==> src/rtl/sm_accum4_pkg.sv <==
// ----------------------------------------------------------------------------
// sm_accum_pkg
// Shared types and constants for the 4-bit sign-magnitude accumulator.
//   sm_num_t   : packed sign-magnitude number (sign 1 = negative, 4-bit mag)
//   state_t    : accumulator control states
//   SM_MAG_MAX : largest representable magnitude (saturation value)
//   SM_ZERO    : canonical zero (+0)
//   sm_norm()  : forces the sign of any zero magnitude to 0
// ----------------------------------------------------------------------------
package sm_accum_pkg;

    typedef struct packed {
        logic       sign;
        logic [3:0] mag;
    } sm_num_t;

    typedef enum logic [1:0] {
        IDLE  = 2'd0,
        ACCUM = 2'd1,
        DONE  = 2'd2
    } state_t;

    localparam logic [3:0] SM_MAG_MAX = 4'hF;
    localparam sm_num_t    SM_ZERO    = '{sign: 1'b0, mag: 4'h0};

    // -0 and +0 are the same value; only +0 is ever stored or presented.
    function automatic sm_num_t sm_norm(input sm_num_t x);
        sm_num_t r;
        r = x;
        if (x.mag == 4'h0) begin
            r.sign = 1'b0;
        end
        return r;
    endfunction

endpackage

==> src/rtl/sm_accum4_if.sv <==
// ----------------------------------------------------------------------------
// sm_accum4_if
// Sample-in / result-out handshake bundle of sm_accum4.
//   in_valid, in_mag, in_sign, in_ready      : sample stream
//   out_valid, out_mag, out_sign, out_ovf,
//   out_ready                                : result stream
// Modports:
//   master : the environment (produces samples, consumes results)
//   slave  : the accumulator
// ----------------------------------------------------------------------------
interface sm_accum4_if;

    logic       in_valid;
    logic       in_ready;
    logic [3:0] in_mag;
    logic       in_sign;

    logic       out_valid;
    logic       out_ready;
    logic [3:0] out_mag;
    logic       out_sign;
    logic       out_ovf;

    modport master (
        output in_valid, in_mag, in_sign, out_ready,
        input  in_ready, out_valid, out_mag, out_sign, out_ovf
    );

    modport slave (
        input  in_valid, in_mag, in_sign, out_ready,
        output in_ready, out_valid, out_mag, out_sign, out_ovf
    );

endinterface

==> src/rtl/sm_accum4_add_core.sv <==
// ----------------------------------------------------------------------------
// sm_add_core
// Purely combinational 4-bit sign-magnitude adder with saturation.
//   a, b : operands (sm_num_t); -0 is accepted and treated as +0
//   sum  : exact sign-magnitude sum, saturated to magnitude 4'hF on overflow,
//          zero always returned as +0
//   sat  : 1 when the magnitude overflowed and was clamped
// ----------------------------------------------------------------------------
module sm_add_core
    import sm_accum_pkg::*;
(
    input  sm_num_t a,
    input  sm_num_t b,
    output sm_num_t sum,
    output logic    sat
);

    sm_num_t    a_n;
    sm_num_t    b_n;
    logic [4:0] mag_sum;

    always_comb begin
        // NOTE: every output of a combinational block gets a default before
        // any branch, otherwise an untaken path infers a latch.
        sum     = SM_ZERO;
        sat     = 1'b0;
        a_n     = sm_norm(a);
        b_n     = sm_norm(b);
        mag_sum = {1'b0, a_n.mag} + {1'b0, b_n.mag};

        if (a_n.sign == b_n.sign) begin
            // Same sign: magnitudes add; a carry out of bit 3 clamps.
            sum.sign = a_n.sign;
            if (mag_sum[4]) begin
                sum.mag = SM_MAG_MAX;
                sat     = 1'b1;
            end else begin
                sum.mag = mag_sum[3:0];
            end
        end else if (a_n.mag >= b_n.mag) begin
            // Opposite signs: larger magnitude wins, never overflows.
            sum.sign = a_n.sign;
            sum.mag  = a_n.mag - b_n.mag;
        end else begin
            sum.sign = b_n.sign;
            sum.mag  = b_n.mag - a_n.mag;
        end

        // Equal magnitudes with opposite signs land here as -0 or +0.
        sum = sm_norm(sum);
    end

endmodule

==> src/rtl/sm_accum4.sv <==
// ----------------------------------------------------------------------------
// sm_accum4
// Sequential sign-magnitude accumulator. After a start pulse it folds
// N_SAMPLES sign-magnitude samples into a registered total through
// sm_add_core, then holds the saturated total and a sticky overflow flag
// until the consumer takes it.
//
// Parameters:
//   N_SAMPLES : samples per run (1..255)
//   CNT_W     : sample counter width (derived)
// Ports:
//   clk        : rising-edge clock
//   rst_n      : asynchronous active-low reset
//   start      : one-cycle run request, honoured only in IDLE
//   abort      : (SM_ACC_ABORT_EN only) cancel a run in ACCUM
//   bus        : sm_accum4_if.slave sample/result handshake
//   busy       : high in ACCUM or DONE
//   sample_cnt : samples accepted so far in the current run
//
// Build option: define SM_ACC_ABORT_EN to add the abort port.
// ----------------------------------------------------------------------------
module sm_accum4
    import sm_accum_pkg::*;
#(
    parameter  int N_SAMPLES = 8,
    localparam int CNT_W     = $clog2(N_SAMPLES + 1)
) (
    input  logic             clk,
    input  logic             rst_n,
    input  logic             start,
`ifdef SM_ACC_ABORT_EN
    input  logic             abort,
`endif
    sm_accum4_if.slave       bus,
    output logic             busy,
    output logic [CNT_W-1:0] sample_cnt
);

    localparam logic [CNT_W-1:0] LAST_CNT = CNT_W'(N_SAMPLES - 1);

    state_t           state_q;
    state_t           state_d;
    sm_num_t          acc_q;
    sm_num_t          sample;
    sm_num_t          add_sum;
    logic             add_sat;
    logic             ovf_q;
    logic [CNT_W-1:0] cnt_q;
    logic             abort_req;
    logic             xfer;
    logic             clear;

`ifdef SM_ACC_ABORT_EN
    assign abort_req = abort;
`else
    assign abort_req = 1'b0;
`endif

    assign sample = '{sign: bus.in_sign, mag: bus.in_mag};

    sm_add_core u_add (
        .a   (acc_q),
        .b   (sample),
        .sum (add_sum),
        .sat (add_sat)
    );

    // ------------------------------------------------------------------
    // State register
    // ------------------------------------------------------------------
    always_ff @(posedge clk or negedge rst_n) begin
        // NOTE: clocked state uses non-blocking assignments so every
        // register samples pre-edge values regardless of statement order.
        if (!rst_n) begin
            state_q <= IDLE;
        end else begin
            state_q <= state_d;
        end
    end

    // ------------------------------------------------------------------
    // Next state, handshake outputs and datapath controls
    // ------------------------------------------------------------------
    always_comb begin
        state_d       = state_q;
        bus.in_ready  = 1'b0;
        bus.out_valid = 1'b0;
        busy          = 1'b0;
        xfer          = 1'b0;
        clear         = 1'b0;

        case (state_q)
            IDLE: begin
                if (start) begin
                    clear   = 1'b1;
                    state_d = ACCUM;
                end
            end
            ACCUM: begin
                bus.in_ready = 1'b1;
                busy         = 1'b1;
                // Abort beats a same-cycle transfer; that sample is dropped.
                if (abort_req) begin
                    clear   = 1'b1;
                    state_d = IDLE;
                end else if (bus.in_valid) begin
                    xfer = 1'b1;
                    if (cnt_q == LAST_CNT) begin
                        state_d = DONE;
                    end
                end
            end
            DONE: begin
                bus.out_valid = 1'b1;
                busy          = 1'b1;
                if (bus.out_ready) begin
                    state_d = IDLE;
                end
            end
            default: begin
                state_d = IDLE;
            end
        endcase
    end

    // ------------------------------------------------------------------
    // Accumulator, sticky overflow and sample counter
    // ------------------------------------------------------------------
    always_ff @(posedge clk or negedge rst_n) begin
        if (!rst_n) begin
            acc_q <= SM_ZERO;
            ovf_q <= 1'b0;
            cnt_q <= '0;
        end else if (clear) begin
            acc_q <= SM_ZERO;
            ovf_q <= 1'b0;
            cnt_q <= '0;
        end else if (xfer) begin
            acc_q <= add_sum;
            ovf_q <= ovf_q | add_sat;
            cnt_q <= cnt_q + CNT_W'(1);
        end
    end

    // Results are registered and only change on a transfer, so they stay
    // stable for the whole DONE phase.
    assign bus.out_mag  = acc_q.mag;
    assign bus.out_sign = acc_q.sign;
    assign bus.out_ovf  = ovf_q;
    assign sample_cnt   = cnt_q;

endmodule
==> src/flat_wrapper.sv <==
// flat-port wrapper written by rule: the top's interface ports become plain ports
module sm_accum4_flat import sm_accum_pkg::*;
#(
    parameter  int N_SAMPLES = 8,
    localparam int CNT_W     = $clog2(N_SAMPLES + 1)
)
  (clk, rst_n, start, busy, sample_cnt, bus_in_valid, bus_in_mag, bus_in_sign, bus_out_ready, bus_in_ready, bus_out_valid, bus_out_mag, bus_out_sign, bus_out_ovf);
  sm_accum4_if bus_i ();
  input  logic clk;
  input  logic rst_n;
  input  logic start;
  output logic busy;
  output logic [CNT_W-1:0] sample_cnt;
  input wire logic [$bits(bus_i.in_valid)-1:0] bus_in_valid;
  input wire logic [$bits(bus_i.in_mag)-1:0] bus_in_mag;
  input wire logic [$bits(bus_i.in_sign)-1:0] bus_in_sign;
  input wire logic [$bits(bus_i.out_ready)-1:0] bus_out_ready;
  output wire logic [$bits(bus_i.in_ready)-1:0] bus_in_ready;
  output wire logic [$bits(bus_i.out_valid)-1:0] bus_out_valid;
  output wire logic [$bits(bus_i.out_mag)-1:0] bus_out_mag;
  output wire logic [$bits(bus_i.out_sign)-1:0] bus_out_sign;
  output wire logic [$bits(bus_i.out_ovf)-1:0] bus_out_ovf;
  assign bus_i.in_valid = bus_in_valid;
  assign bus_i.in_mag = bus_in_mag;
  assign bus_i.in_sign = bus_in_sign;
  assign bus_i.out_ready = bus_out_ready;
  assign bus_in_ready = bus_i.in_ready;
  assign bus_out_valid = bus_i.out_valid;
  assign bus_out_mag = bus_i.out_mag;
  assign bus_out_sign = bus_i.out_sign;
  assign bus_out_ovf = bus_i.out_ovf;
  sm_accum4 #(.N_SAMPLES(N_SAMPLES)) u_core (.clk(clk), .rst_n(rst_n), .start(start), .bus(bus_i), .busy(busy), .sample_cnt(sample_cnt));
endmodule
==> config.mk <==
export PLATFORM = sky130hd
export DESIGN_NAME = sm_accum4_flat
export DESIGN_NICKNAME = d
export VERILOG_FILES = /design/src/rtl/sm_accum4_pkg.sv /design/src/rtl/sm_accum4_if.sv /design/src/rtl/sm_accum4_add_core.sv /design/src/rtl/sm_accum4.sv /design/src/flat_wrapper.sv
export SDC_FILE = /design/constraint.sdc
export NUM_CORES = 1
export LEC_CHECK = 0
export BUFFER_PORTS_ARGS = -buffer_cell sky130_fd_sc_hd__clkbuf_2
export CAP_MARGIN = 20
export CORE_MARGIN = 2
export CORE_UTILIZATION = 49
export DETAILED_ROUTE_END_ITERATION = 7
export PLACE_DENSITY = 0.77
export SLEW_MARGIN = 0
export SYNTH_ARGS = -nofsm -noshare
export SYNTH_HDL_FRONTEND = slang
export SYNTH_SLANG_ARGS = --single-unit
==> constraint.sdc <==
create_clock -name clk -period 2.5 [get_ports clk]
set_input_delay 0.625 -clock clk [delete_from_list [all_inputs] [get_ports clk]]
set_output_delay 0.625 -clock clk [all_outputs]
set_load 0.02 [all_outputs]
# Word-level counts from Yosys, hierarchy flattened
# Cells that the tools add are included.
# Widths: inputs -> output; s select.
word_totals:
  mem_bits_ro: 0
  latch_bits: 0
  in_bits: 10
  reg_bits: 12
  mem_bits_rw: 0
  memories: 0
op_classes:
  div: 0
  bitwise_logic: 1
  mul: 0
  n_shift: 0
  n_reduce_logical: 7
  eq_ne: 8
  mux: 26
  n_addsub: 4
  order_cmp: 1
ops:
  columns: ["operator", "count"]
  rows:
  - ["$mux 5", 4]
  - ["$mux 1", 14]
  - ["$logic_not 4->1", 3]
  - ["$mux 4", 3]
  - ["$mux 2", 4]
  - ["$sub 4x4->4", 2]
  - ["$ne 2x2->1 const B", 3]
  - ["$pmux 2 s3", 1]
  - ["$add 4x4->5", 1]
  - ["$add 4x1->4 const B", 1]
  - ["$eq 4x3->1 const B", 1]
  - ["$ge 4x4->1", 1]
  - ["$reduce_and 4->1", 1]
  - ["$eq 2x1->1 const B", 1]
  - ["$eq 2x2->1 const B", 1]
  - ["$logic_not 2->1", 1]
  - ["$ne 2x1->1 const B", 1]
  - ["$reduce_bool 2->1", 1]
  - ["$reduce_or 2->1", 1]
  - ["$eq 1x1->1", 1]
  - ["$or 1x1->1", 1]

# Longest topological paths before layout
depth:
  word_depth: 8
  mapped_depth: 10
  depth_no_buf: 10

# Hierarchy
# From an unflattened synthesis, not the netlist that was laid out.
unflattened:
  cells_unflattened: 125
  hier_area_um2: 1162.4
by_module_without_submodules:
  columns: ["mod", "area_per_inst_um2", "instances", "cells_per_inst"]
  rows:
  - ["sm_accum4", 619.3, 1, 61]
  - ["sm_add_core", 543.0, 1, 64]

# Worst setup path before layout
# OpenSTA, ideal clock, no wires.
synth_path:
  path_type: "flip-flop to flip-flop"
  startpoint: "register u_core.acc_q (netlist bit u_core.bus.out_mag[1])"
  endpoint: "register u_core.acc_q (netlist bit u_core.bus.out_sign)"
  synth_period_minus_slack_ps: 2624
  n_path_buf: 0
  path_slack_ps: -124
  path_stages_with_launch: 9
  t_arrival_ps: 2492
  setup_time_ps: 132
  cell_sequence: "dfrtp_1 -> inv_1 -> ha_1 -> nor2b_1 -> o21a_1 -> or4_1 -> a21bo_2 -> a2111oi_2 -> o211ai_1"
synth_between:
  elab_chain_len: 8
synth_lines:
  columns: ["item", "line", "text"]
  rows:
  - ["from (decl)", "sm_accum4.sv:43", "sm_num_t acc_q;"]
  - ["from (signal assigned)", "sm_accum4.sv:139", "acc_q <= add_sum;"]
  - ["parallel branches: the longest is 3 deep, another holds $add 4x4->5", null, null]
  - ["$mux 5 (*)", "sm_accum4_add_core.sv:31", "if (a_n.sign == b_n.sign) begin"]
  - ["$logic_not 4->1", "sm_accum4_pkg.sv:30", "if (x.mag == 4'h0) begin"]
  - ["$mux 1 (*)", "sm_accum4_pkg.sv:30", null]
  - ["$mux 5 (*)", "sm_accum4.sv:138", "end else if (xfer) begin"]
  - ["$mux 5 (*)", "sm_accum4.sv:134", "end else if (clear) begin"]
# Every way passes the cells marked *. The select of a mux whose other input is x is not followed.
# A chain may end at the register's enable or synchronous reset.

# Final worst setup path
layout_path:
  startpoint: "input bus_in_mag[0]"
  endpoint: "register u_core.acc_q (netlist bit u_core.bus.out_sign)"
layout_between:
  elab_chain_len: 8
layout_lines:
  columns: ["item", "line", "text"]
  rows:
  - ["from (decl)", "flat_wrapper.sv:15", "input wire logic [$bits(bus_i.in_mag)-1:0] bus_in_mag;"]
  - ["parallel branches: the longest is 3 deep, another holds $sub 4x4->4", null, null]
  - ["$mux 5 (*)", "sm_accum4_add_core.sv:31", null]
  - ["$logic_not 4->1", "sm_accum4_pkg.sv:30", null]
  - ["$mux 1 (*)", "sm_accum4_pkg.sv:30", null]
  - ["$mux 5 (*)", "sm_accum4.sv:138", null]
  - ["$mux 5 (*)", "sm_accum4.sv:134", null]
# Marks and branches as above.

==> run metrics <==
status complete, no violations; clk sink count 12; setup slack after layout 0.0605 ns; hold_ws 0.227 ns; final slew viol count 0; Nets 202; Setup TNS 0 ns; MaxCap Viol Count 0; placed wire-length estimate 2290 microns; Critical Path End Type flop; First-pass DRT Iterations 4; Worst Clk Skew 0.00349 ns; P&R area growth vs syn 35.1%; worst-margin pin slew 0.332 ns; period utilization 97.6%; post-DR vias/cell 5.45; dpl ws -0.296 ns; area leader, netlist dfrtp_1; CTS max path bufs 2; wire length on met2 1560 microns; Die Y 53.0 microns; Final Hold Vio Count 0; CP arrival 2.58 ns; post-layout util 71.1%; port bufs 22; Ports 23; Via Count 1090; share of layout cells above drive strength 1 41.3%; H-tree levels 1; global-route wire length before repair 4600 microns; core area 2230 sq um; Die ar. 2810 sq um; mapped cell area 1170 sq um; final setup vio count 0; Rel. slew slack 77.8%; M1 wire length 1190 microns; Cells after Synth 126; CTS clk-pin slew, worst paths 0.08 ns; Total Wirelength 2860 microns; overall power 1.86 mW; antenna viol nets, final 0; Routability Congestion 0.923; worst hold path class in2async; wire length on met3 69 microns; largest net degree at the start of global routing 13; GRT Total Usage 22.4%; Avg Cell Area, Syn 9.32 sq um; post-synthesis sequential area ratio 25.6%; synthesized flop and latch total 12; Antenna Cells 0; maximum VDD drop 0.739 mV; clock root cell clkbuf_4; Distinct cells, synth 40; Clock Latency Late Sink 0.27 ns; Synthesis Warnings 0; Post-synth top flop dfrtp_1; Synthesized Nets 155; maximum fanout along the worst path 4; Routed WL per cell 14.3 microns; PD cells 1170 nW/um^2; Area contributors post-synth dfrtp_1 (26%), ha_1 (17%), inv_1 (5.8%), fa_1 (5.1%), o41ai_4 (4.7%); cts bufs inserted 3; drt drc 0; Worst Path Required 2.64 ns; fraction of registers with async set/reset 100%; CP startpoint kind primary input; Chip Width 53.0 microns; initial antenna violation count 0; Commonest cells post-synth inv_1 (18), ha_1 (16), dfrtp_1 (12); Top Metal Used met4; share of the synthesized area in the top cell type 25.6%; count leader, synth inv_1; min Tclk post-route 2.44 ns; CTS hold repair buffers 0; Initial Utilization 52.6%; EDFF count, synth 0; fmax 0.410 GHz; Core Rows 17; vias in the first global route 1068; gr ovfl total 0; leak pwr 0.795 nW; crit path kind in2reg; Initial DRC Count 11; CTS tree yes
## worst max-delay path: stages
cell,delay [ns]
clkbuf_4,0.15
ha_4,0.13
inv_1,0.04
fa_2,0.34
a211o_1,0.27
a21oi_2,0.19
nand3b_1,0.15
a21bo_2,0.24
a2111oi_2,0.29
o211ai_1,0.14
## path summary, 6_finish.rpt
check                                                        from                           endpoint  slack (ns)  depth (start not counted)
min in group clk                    u_core.state_q[1]$_DFFE_PN0P_      u_core.state_q[1]$_DFFE_PN0P_        0.54                          1
worst min-delay path                                        rst_n   u_core.sample_cnt[2]$_DFFE_PN0P_        0.23                          1
worst max-delay path                                bus_in_mag[0]    u_core.bus.out_sign$_DFFE_PN0P_        0.06                         10
worst max register to register  u_core.bus.out_mag[0]$_DFFE_PN0P_    u_core.bus.out_sign$_DFFE_PN0P_        0.07                         10
max in group asynchronous                                   rst_n  u_core.bus.out_mag[1]$_DFFE_PN0P_        2.02                          1
worst min register to register      u_core.state_q[1]$_DFFE_PN0P_      u_core.state_q[1]$_DFFE_PN0P_        0.54                          1
## metal layers
metal	global-route usage (%)	vias to the layer above
li1	-	537
met1	26.5	525
met2	42.3	24
met3	1.41	4
met4	7.26	0
met5	0	-
## stage by stage
stage	area (sq um)	cells
after floorplan	1180	126
after global placement	1450	192
after detailed placement	1450	192
after CTS	1520	198
after global routing	1590	200
final	1590	200
## logic make-up (layout without fill, tap and decap cells)
| kind of cell | after synthesis | count (layout) | synth area share, % |
|---|---|---|---|
| and+or+nand+nor | 31 | 31 | 13.0 |
| muxes | 2 | 2 | 1.70 |
| AOI/OAI and AO/OA | 38 | 38 | 27.6 |
| buffers and inverters | 20 | 66 | 6.39 |
| xor gates and xnor gates | 4 | 4 | 3.62 |
| DFF | 12 | 12 | 25.6 |
| adders and majority gates | 19 | 19 | 22.2 |
## flip-flops by register name, summed over array words and instances (netlist names)
name and count:
u_core.bus.out_mag 4, u_core.sample_cnt 4, u_core.state_q 2, u_core.bus.out_ovf 1
u_core.bus.out_sign 1
## repair_timing
item	CTS	global route
hold endpoints to repair	0	0
resized for setup	3	13
endpoints found under the setup margin	2	3
buffers inserted	2	2
pin swaps	3	8
## where the power goes
| part | switching [mW] | total, mW | internal, mW |
|---|---|---|---|
| Combinational | 0.735 | 1.37 | 0.633 |
| Clock | 0.0647 | 0.153 | 0.0885 |
| Sequential | 0.0767 | 0.339 | 0.262 |
| Total | 0.877 | 1.86 | 0.983 |
## cells in the final DEF, fill, tap and decap left out, types with 2 or more instances in the layout
cell type,netlist,final
o41a_2,2,2
ha_4,0,2
o41ai_4,2,2
inv_2,0,2
a21oi_1,10,6
nor3_1,3,2
and2_1,2,2
nor2b_1,2,2
inv_1,18,16
dfrtp_1,12,11
buf_4,0,22
fa_2,0,2
a211o_1,2,2
xor2_1,2,2
o21ai_0,4,4
a21oi_2,0,4
clkbuf_4,0,4
ha_1,16,14
nand2_1,9,9
nor2_1,7,7
o21bai_1,2,2
nand3_1,2,2
o21a_1,3,3
clkbuf_2,0,21
## cell type report
cell class | count | area, sq um
multi-input cells | 94 | 870
fillers | 175 | 646
flip-flops and latches | 12 | 302
repair buffers | 44 | 278
inverters | 18 | 67.6
clock buffers | 4 | 36.3
well taps | 28 | 35.0
Note: power is estimated with default switching activity, not from simulation.
